## src/rtl/id_hazard_unit.sv

```systemverilog
// id_hazard_unit
// Decode-stage data hazard tracker. A shadow pipeline records the destination
// register of every in-flight instruction from EX (entry 0) through WB
// (entry DEPTH-1). Each cycle the decode instruction's source registers are
// compared against that shadow pipeline. The result is either a stall request
// or, when forwarding is enabled, a per-operand forwarding source select.
//
// Handshake: there is no valid/ready pair. id_valid_inst qualifies the decode
// instruction. advance=1 means the whole pipeline moves on this clock edge,
// and advance=0 freezes it. stall is a same-cycle combinational request: when
// it is high the decode instruction is not issued and a bubble enters the
// tracker.
module id_hazard_unit #(
    parameter int IDX_W       = 5,
    parameter int DEPTH       = 3,
    parameter int FWD_EN      = 0,
    parameter int FLUSH_DEPTH = 1,
    parameter int CNT_W       = 32,
    localparam int SW         = $clog2(DEPTH + 1)
) (
    input  logic             clk,
    input  logic             rst,
    input  logic             id_valid_inst,
    input  logic [31:0]      id_inst,
    input  logic             id_reg_wr,
    input  logic [IDX_W-1:0] id_dest_reg_idx,
    input  logic             id_rd_mem,
    input  logic             advance,
    input  logic             flush,
    output logic             stall,
    output logic [SW-1:0]    fwd_a_sel,
    output logic [SW-1:0]    fwd_b_sel,
    output logic [CNT_W-1:0] stall_count
);

    // Opcodes whose source fields are meaningful.
    localparam logic [6:0] OP_R_TYPE  = 7'b0110011;
    localparam logic [6:0] OP_B_TYPE  = 7'b1100011;
    localparam logic [6:0] OP_S_TYPE  = 7'b0100011;
    localparam logic [6:0] OP_I_ARITH = 7'b0010011;
    localparam logic [6:0] OP_I_LD    = 7'b0000011;
    localparam logic [6:0] OP_I_JAL   = 7'b1100111;

    // Shadow pipeline: valid, destination index, and a load flag per stage.
    logic [DEPTH-1:0] r_v;
    logic [IDX_W-1:0] r_idx [DEPTH];
    logic [DEPTH-1:0] r_ld;
    logic [CNT_W-1:0] r_stall_cnt;

    // Source decode.
    logic [6:0]       w_opcode;
    logic             w_src_en  [2];
    logic [IDX_W-1:0] w_src     [2];

    // Youngest-match search results per source.
    logic             w_hit     [2];
    logic [SW-1:0]    w_hit_sel [2];
    logic             w_hit_ld  [2];

    // Per-source hazard and forwarding select.
    logic             w_haz     [2];
    logic [SW-1:0]    w_sel     [2];

    logic             w_stall;
    logic             w_issue;
    logic             w_unused_inst_bits;

    assign w_opcode = id_inst[6:0];

    // These instruction bits never select a source register.
    assign w_unused_inst_bits = ^{id_inst[31:25], id_inst[14:12], id_inst[11:7]};

    // Work out which source fields the decode instruction actually reads.
    always_comb begin
        w_src_en[0] = 1'b0;
        w_src_en[1] = 1'b0;
        w_src[0]    = IDX_W'(id_inst[19:15]);
        w_src[1]    = IDX_W'(id_inst[24:20]);
        case (w_opcode)
            OP_R_TYPE, OP_B_TYPE, OP_S_TYPE: begin
                w_src_en[0] = 1'b1;
                w_src_en[1] = 1'b1;
            end
            OP_I_ARITH, OP_I_LD, OP_I_JAL: begin
                w_src_en[0] = 1'b1;
            end
            default: begin
                w_src_en[0] = 1'b0;
                w_src_en[1] = 1'b0;
            end
        endcase
    end

    // Find the youngest tracker entry that writes each source. The scan runs
    // from oldest to youngest, so the youngest match overwrites older ones.
    // x0 is hard-wired to zero and therefore never matches.
    always_comb begin
        for (int s = 0; s < 2; s++) begin
            w_hit[s]     = 1'b0;
            w_hit_sel[s] = '0;
            w_hit_ld[s]  = 1'b0;
            for (int k = DEPTH - 1; k >= 0; k--) begin
                if (w_src_en[s] && (w_src[s] != '0) && r_v[k] &&
                    (r_idx[k] == w_src[s])) begin
                    w_hit[s]     = 1'b1;
                    w_hit_sel[s] = SW'(k + 1);
                    w_hit_ld[s]  = r_ld[k];
                end
            end
        end
    end

    // Decide hazard or forwarding per source. Without forwarding, every match
    // stalls, because the register file does not write through. With
    // forwarding, only a load still in EX stalls, since its data is not
    // available until the next stage.
    always_comb begin
        for (int s = 0; s < 2; s++) begin
            w_haz[s] = 1'b0;
            w_sel[s] = '0;
            if (w_hit[s]) begin
                if (FWD_EN == 0) begin
                    w_haz[s] = 1'b1;
                end else if ((w_hit_sel[s] == SW'(1)) && w_hit_ld[s]) begin
                    w_haz[s] = 1'b1;
                end else begin
                    w_sel[s] = w_hit_sel[s];
                end
            end
        end
    end

    // A flush squashes the decode instruction, so it overrides any stall.
    assign w_stall = id_valid_inst & ~flush & (w_haz[0] | w_haz[1]);

    // Only instructions that write a nonzero register occupy the tracker.
    assign w_issue = id_valid_inst & ~w_stall & ~flush & id_reg_wr &
                     (id_dest_reg_idx != '0);

    assign stall       = w_stall;
    assign fwd_a_sel   = (w_stall || !id_valid_inst) ? '0 : w_sel[0];
    assign fwd_b_sel   = (w_stall || !id_valid_inst) ? '0 : w_sel[1];
    assign stall_count = r_stall_cnt;

    // Shift the shadow pipeline on advance. A flush invalidates the youngest
    // FLUSH_DEPTH slots, whether the pipeline shifts or is frozen.
    always_ff @(posedge clk or posedge rst) begin
        if (rst) begin
            r_v  <= '0;
            r_ld <= '0;
            for (int k = 0; k < DEPTH; k++) begin
                r_idx[k] <= '0;
            end
        end else if (advance) begin
            r_v[0]   <= w_issue;
            r_idx[0] <= id_dest_reg_idx;
            r_ld[0]  <= id_rd_mem;
            for (int k = 1; k < DEPTH; k++) begin
                if (flush && (k < FLUSH_DEPTH)) begin
                    r_v[k] <= 1'b0;
                end else begin
                    r_v[k] <= r_v[k-1];
                end
                r_idx[k] <= r_idx[k-1];
                r_ld[k]  <= r_ld[k-1];
            end
        end else if (flush) begin
            for (int k = 0; k < DEPTH; k++) begin
                if (k < FLUSH_DEPTH) begin
                    r_v[k] <= 1'b0;
                end
            end
        end
    end

    // Count stalled cycles in which the pipeline actually moved, saturating
    // at all-ones.
    always_ff @(posedge clk or posedge rst) begin
        if (rst) begin
            r_stall_cnt <= '0;
        end else if (w_stall && advance && (r_stall_cnt != '1)) begin
            r_stall_cnt <= r_stall_cnt + 1'b1;
        end
    end

endmodule
```

## config.mk

```make
export PLATFORM = sky130hd
export DESIGN_NAME = id_hazard_unit
export DESIGN_NICKNAME = d
export VERILOG_FILES = /design/src/rtl/id_hazard_unit.sv
export SDC_FILE = /design/constraint.sdc
export NUM_CORES = 1
export LEC_CHECK = 0
export ABC_AREA = 1
export CELL_PAD_IN_SITES_DETAIL_PLACEMENT = 0
export CELL_PAD_IN_SITES_GLOBAL_PLACEMENT = 1
export CORE_MARGIN = 2
export CORE_UTILIZATION = 30
export CTS_CLUSTER_SIZE = 8
export DETAILED_ROUTE_END_ITERATION = 8
export PLACE_DENSITY = 0.71
export SLEW_MARGIN = 30
export SYNTH_ARGS = -nofsm -noshare
export SYNTH_HDL_FRONTEND = slang
export SYNTH_SLANG_ARGS = --single-unit
```

## constraint.sdc

```tcl
create_clock -name clk -period 3.85 [get_ports clk]
set_input_delay 0.385 -clock clk [delete_from_list [all_inputs] [get_ports clk]]
set_output_delay 0.385 -clock clk [all_outputs]
set_load 0.005 [all_outputs]
```

### Word level (Yosys, flattened, before mapping)

Index checks and enable logic that the tools add are counted.

* register bits: 50
* input bits: 44
* output and inout port bits: 37
* logic and storage cells: 63

* add/subtract/negate cells: 1
* equal/unequal tests: 13
* mux-type cells: 12
* bitwise gates (word level): 9
* reductions and logical operators: 22

Operators with widths (number)
* adder 32 x 1 -> 32 bit (second input constant): 1
* != test 32 bit (second input constant): 1
* == test 5 bit: 6
* logical AND 1 bit: 16
* nonzero test 5 bit: 3
* == test 7 x 6 -> 1 bit (second input constant): 2
* == test 7 bit (second input constant): 2
* two-way mux 1 bit: 12
* == test 7 x 2 -> 1 bit (second input constant): 1
* == test 7 x 5 -> 1 bit (second input constant): 1
* AND 1 bit: 6
* OR reduction 6 bit: 1
* OR reduction 3 bit: 1
* NOT 1 bit: 2
* nonzero test 2 bit: 1
* bitwise OR 1 bit: 1

### Logic depth before layout (Yosys ltp)

* depth after elaboration: 18
* gate-level depth with buffers: 13
* gate-level depth less buffers: 12

### Worst setup path before layout

No wires, ideal clock.

* path type: reg-to-reg
* start point: register r_stall_cnt[0], in the netlist stall_count[0]
* end point: register r_stall_cnt[14], in the netlist stall_count[14]
* data arrival time: 1.526 ns
* required time: 3.733 ns
* slack: 2.207 ns
* stages on the path, launching flop included: 12
* clock period less this slack: 1.643 ns
* cells stage by stage: dfrtp_1 -> ha_1 -> inv_1 -> nor2_1 -> nand2_2 -> nor2_2 -> nand2_1 -> inv_2 -> nor2_4 -> buf_4 -> nand2_1 -> nand2_1

* longest elaborated chain between the ends: 2

Ends and longest elaborated chain
* from (decl): RTL line 48 `logic [CNT_W-1:0] r_stall_cnt;`
* from (signal assigned): RTL line 182 `r_stall_cnt <= r_stall_cnt + 1'b1;`
* parallel branches: the longest is 2 deep, another holds adder 32 x 1 -> 32 bit

Several ways; the timed one is not identified.
A chain may end at the register's enable or synchronous reset.

### Worst setup path in the final report

* start point: input port id_inst[18]
* end point: output port stall

* longest elaborated chain between the ends: 10

Ends and longest elaborated chain
* from (decl): RTL line 24 `input logic [31:0] id_inst,`
* nonzero test 5 bit: RTL line 103 `if (w_src_en[s] && (w_src[s] != '0) && r_v[k] &&`
* logical AND 1 bit (3 in a row): RTL line 103
* two-way mux 1 bit (2 in a row): RTL line 103
* two-way mux 1 bit *: RTL line 103
* two-way mux 1 bit *: RTL line 121 `if (w_hit[s]) begin`
* bitwise OR 1 bit *: RTL line 134 `assign w_stall = id_valid_inst & ~flush & (w_haz[0] | w_haz[1]);`
* AND 1 bit *: RTL line 134
* to (decl): RTL line 30 `output logic stall,`

Mark *: on every way between the ends. The rest lies on a longest branch, timed or not.

==> impl_metrics.ini <==
[detailed_routing]
viasPerCell = 4.59
routed_wl_mm = 9.74
drt_first_pass_iters = 4
vias = 3300
wl_per_cell_um = 13.5
drc = 0
antenna_left = 0
drt_iter0_drc = 218

[worst_setup_path]
worst_setup_path_end_kind = primary output
crit_family = buffers and inverters
crit_chain = clkdlybuf4s50_1 > inv_1 > nand2_1 > nand2_1 > nor2_1 > nand3_1 > nand3_1 > nand2_1 > a21boi_0 > clkdlybuf4s50_1
cp_max_fo = 5
slowest_stage = clkdlybuf4s50_1
arrival_ns = 2.35
critPathMaxStageDelay_ns = 0.54
cp_common_cell = nand2_1
crit_required_ns = 3.46
r2r-start = stall_count[0]
worstSetupPathType = primary input to primary output
crit_path_start_kind = primary input
cp.buffers_inverters = 3
crit_start = id_inst[18]

[synthesis]
synthArstFlopShare_pct = 100
netlist_area_um2 = 3370
synth.top_cells.by_area = dfrtp_1 37%, nand2_1 26%, nor2_1 6.2%
synth-edff-count = 0
synth_common_cells = 237 x nand2_1, 56 x nor2_1, 50 x dfrtp_1
synth_top_cell_by_area = dfrtp_1
synth.distinct_cells = 30
synth-seq-cells = 50
yosysTopAreaCellShare_pct = 37.1
synthFlopType = dfrtp_1
ys.warnings.count = 0
yosysMostFrequentCell = nand2_1
syn_avg_cell_area_um2 = 6.50
synth_seq_area_share_pct = 37.1
syn-instance-count = 519

[clocking]
clkLatencyLatePin_ns = 0.32
clk_pin_slew_ns = 0.10
cts_root_buf = clkbuf_8
cts_setup_buffers = 0
cts_tree = yes
clockBufferDepth = 2
cts_hold_buf = 0
numCtsBuffers = 5
cts_max_level = 2
clock_sinks = 50
cts_resized = 0

[timing]
slew_viol_final = 0
hold-worst-slack_ns = 0.487
finalSetupTns_ns = 0
fmax_mhz = 366
finalCriticalPeriod_ns = 2.73
hold_viol_final = 0
rsz0062_at_grt = false
period_share_pct = 71.0
setup_viol = 0
fin_skew_ns = 0.0136
relSlewSlack_pct = 53.5
max_slew.worst_pin.slew_ns = 0.696

[placed_design]
io_buffers = 60
dp.cells = 711
dp_hpwl_mm = 7.54
gp_congestion = 0.870

[floorplanning]
dieArea_um2 = 12100
coreArea_um2 = 10900
die_w_um = 110
die_height_um = 110
initial_utilization_pct = 31.0
io_pins = 81
rows = 38

[cells_and_area]
final_cells = 719
nNetsFinal = 623
layout-drive-gt1-share_pct = 4.84
diodes = 0
fillers = 1174
area_growth_pct = 25.5

[grt]
grt_max_degree = 37
grt_pass1_vias = 3079
antenna_found_initial = 0
overflow = 0
track_usage_pct = 16.8
grt_pass1_wl_mm = 15.8

[power]
ir_drop_mv = 0.150
power.total_w = 0.00118
p_per_area_nw_per_um2 = 278
leakagePower_nw = 2.00

[worst_hold_path]
hold_class = primary input to async pin

[outcome]
status = finished clean

[run]
drv_cap = 0
[where the power goes]
| group | switching (W) | internal (W) | leakage (nW) |
|---|---|---|---|
| Sequential | 0.0000212 | 0.000544 | 0.669 |
| Combinational | 0.0000847 | 0.0000586 | 1.26 |
| Clock | 0.000193 | 0.000277 | 0.0714 |
[cells by family (layout without fill, tap and decap cells)]
| family | Yosys count | after routing | synth area share (%) |
|---|---|---|---|
| other | 1 | 4 | 0.111 |
| AOI/OAI and AO/OA | 28 | 28 | 4.38 |
| and+or+nand+nor | 346 | 346 | 42.0 |
| xor gates and xnor gates | 31 | 31 | 8.05 |
| DFF | 50 | 50 | 37.1 |
| buffers and inverters | 62 | 119 | 8.01 |
| adders and majority gates | 1 | 1 | 0.371 |
[metal layers]
metal	global-route usage, %	vias to the layer above	share of wire, %
met5	0	-	0
met4	3.44	0	1.1
met3	2.70	8	3.5
met2	26.1	51	45
met1	24.5	1517	50
li1	-	1724	-
[sequential cells by signal, summed over array words and instances, names as in the netlist]
register     cells
r_idx           15
stall_count     32
r_v              3
[cells in the final DEF, fill, tap and decap left out, types with 2 or more instances in the layout]
master	synthesis	routed
nor4_1	7	7
conb_1	1	4
bufinv_16	0	2
nand2_1	237	237
buf_4	10	3
xnor2_1	11	11
inv_2	8	9
clkbuf_8	0	6
clkdlybuf4s50_1	0	60
nor3_1	15	15
nand3_1	12	12
nand2_2	3	3
xor2_1	20	20
a21oi_1	2	2
nand4_1	10	10
inv_1	40	39
nor2_1	56	56
dfrtp_1	50	50
o21ai_0	21	21
[final cells by class]
| cell class | instances | area (um^2) | share of cell area (%) |
|---|---|---|---|
| Timing Repair Buffer | 63 | 623 | 14.7 |
| Clock buffer | 6 | 82.6 | 1.95 |
| Clock inverter | 2 | 60.1 | 1.42 |
| Tap cell | 140 | 175 | 4.13 |
| Sequential cell | 50 | 1250 | 29.5 |
| Inverter | 48 | 180 | 4.25 |
| Multi-Input combinational cell | 410 | 1860 | 44.0 |
[metrics by stage]
stage | area, um^2 | setup slack [ns] | utilization [%]
5_1_grt | 4240 | 0.976 | 38.9
3_5_place_dp | 4090 | 1.15 | 37.6
6_report | 4240 | 1.12 | 38.9
3_3_place_gp | 4090 | 1.13 | 37.6
4_1_cts | 4240 | 1.14 | 38.9
2_1_floorplan | 3390 | 2.21 | -
[final timing paths]
check,to,slack [ns],depth (start not counted)
worst max-delay path,stall,1.12,10
worst min-delay path,stall_count[1],0.49,2
worst max register to register,stall_count[29],1.61,10
worst min register to register,r_idx[7],0.51,2
max in group asynchronous,stall_count[28],2.62,3
min in group clk,r_idx[7],0.51,2
Power figures use the tool's default switching activity.
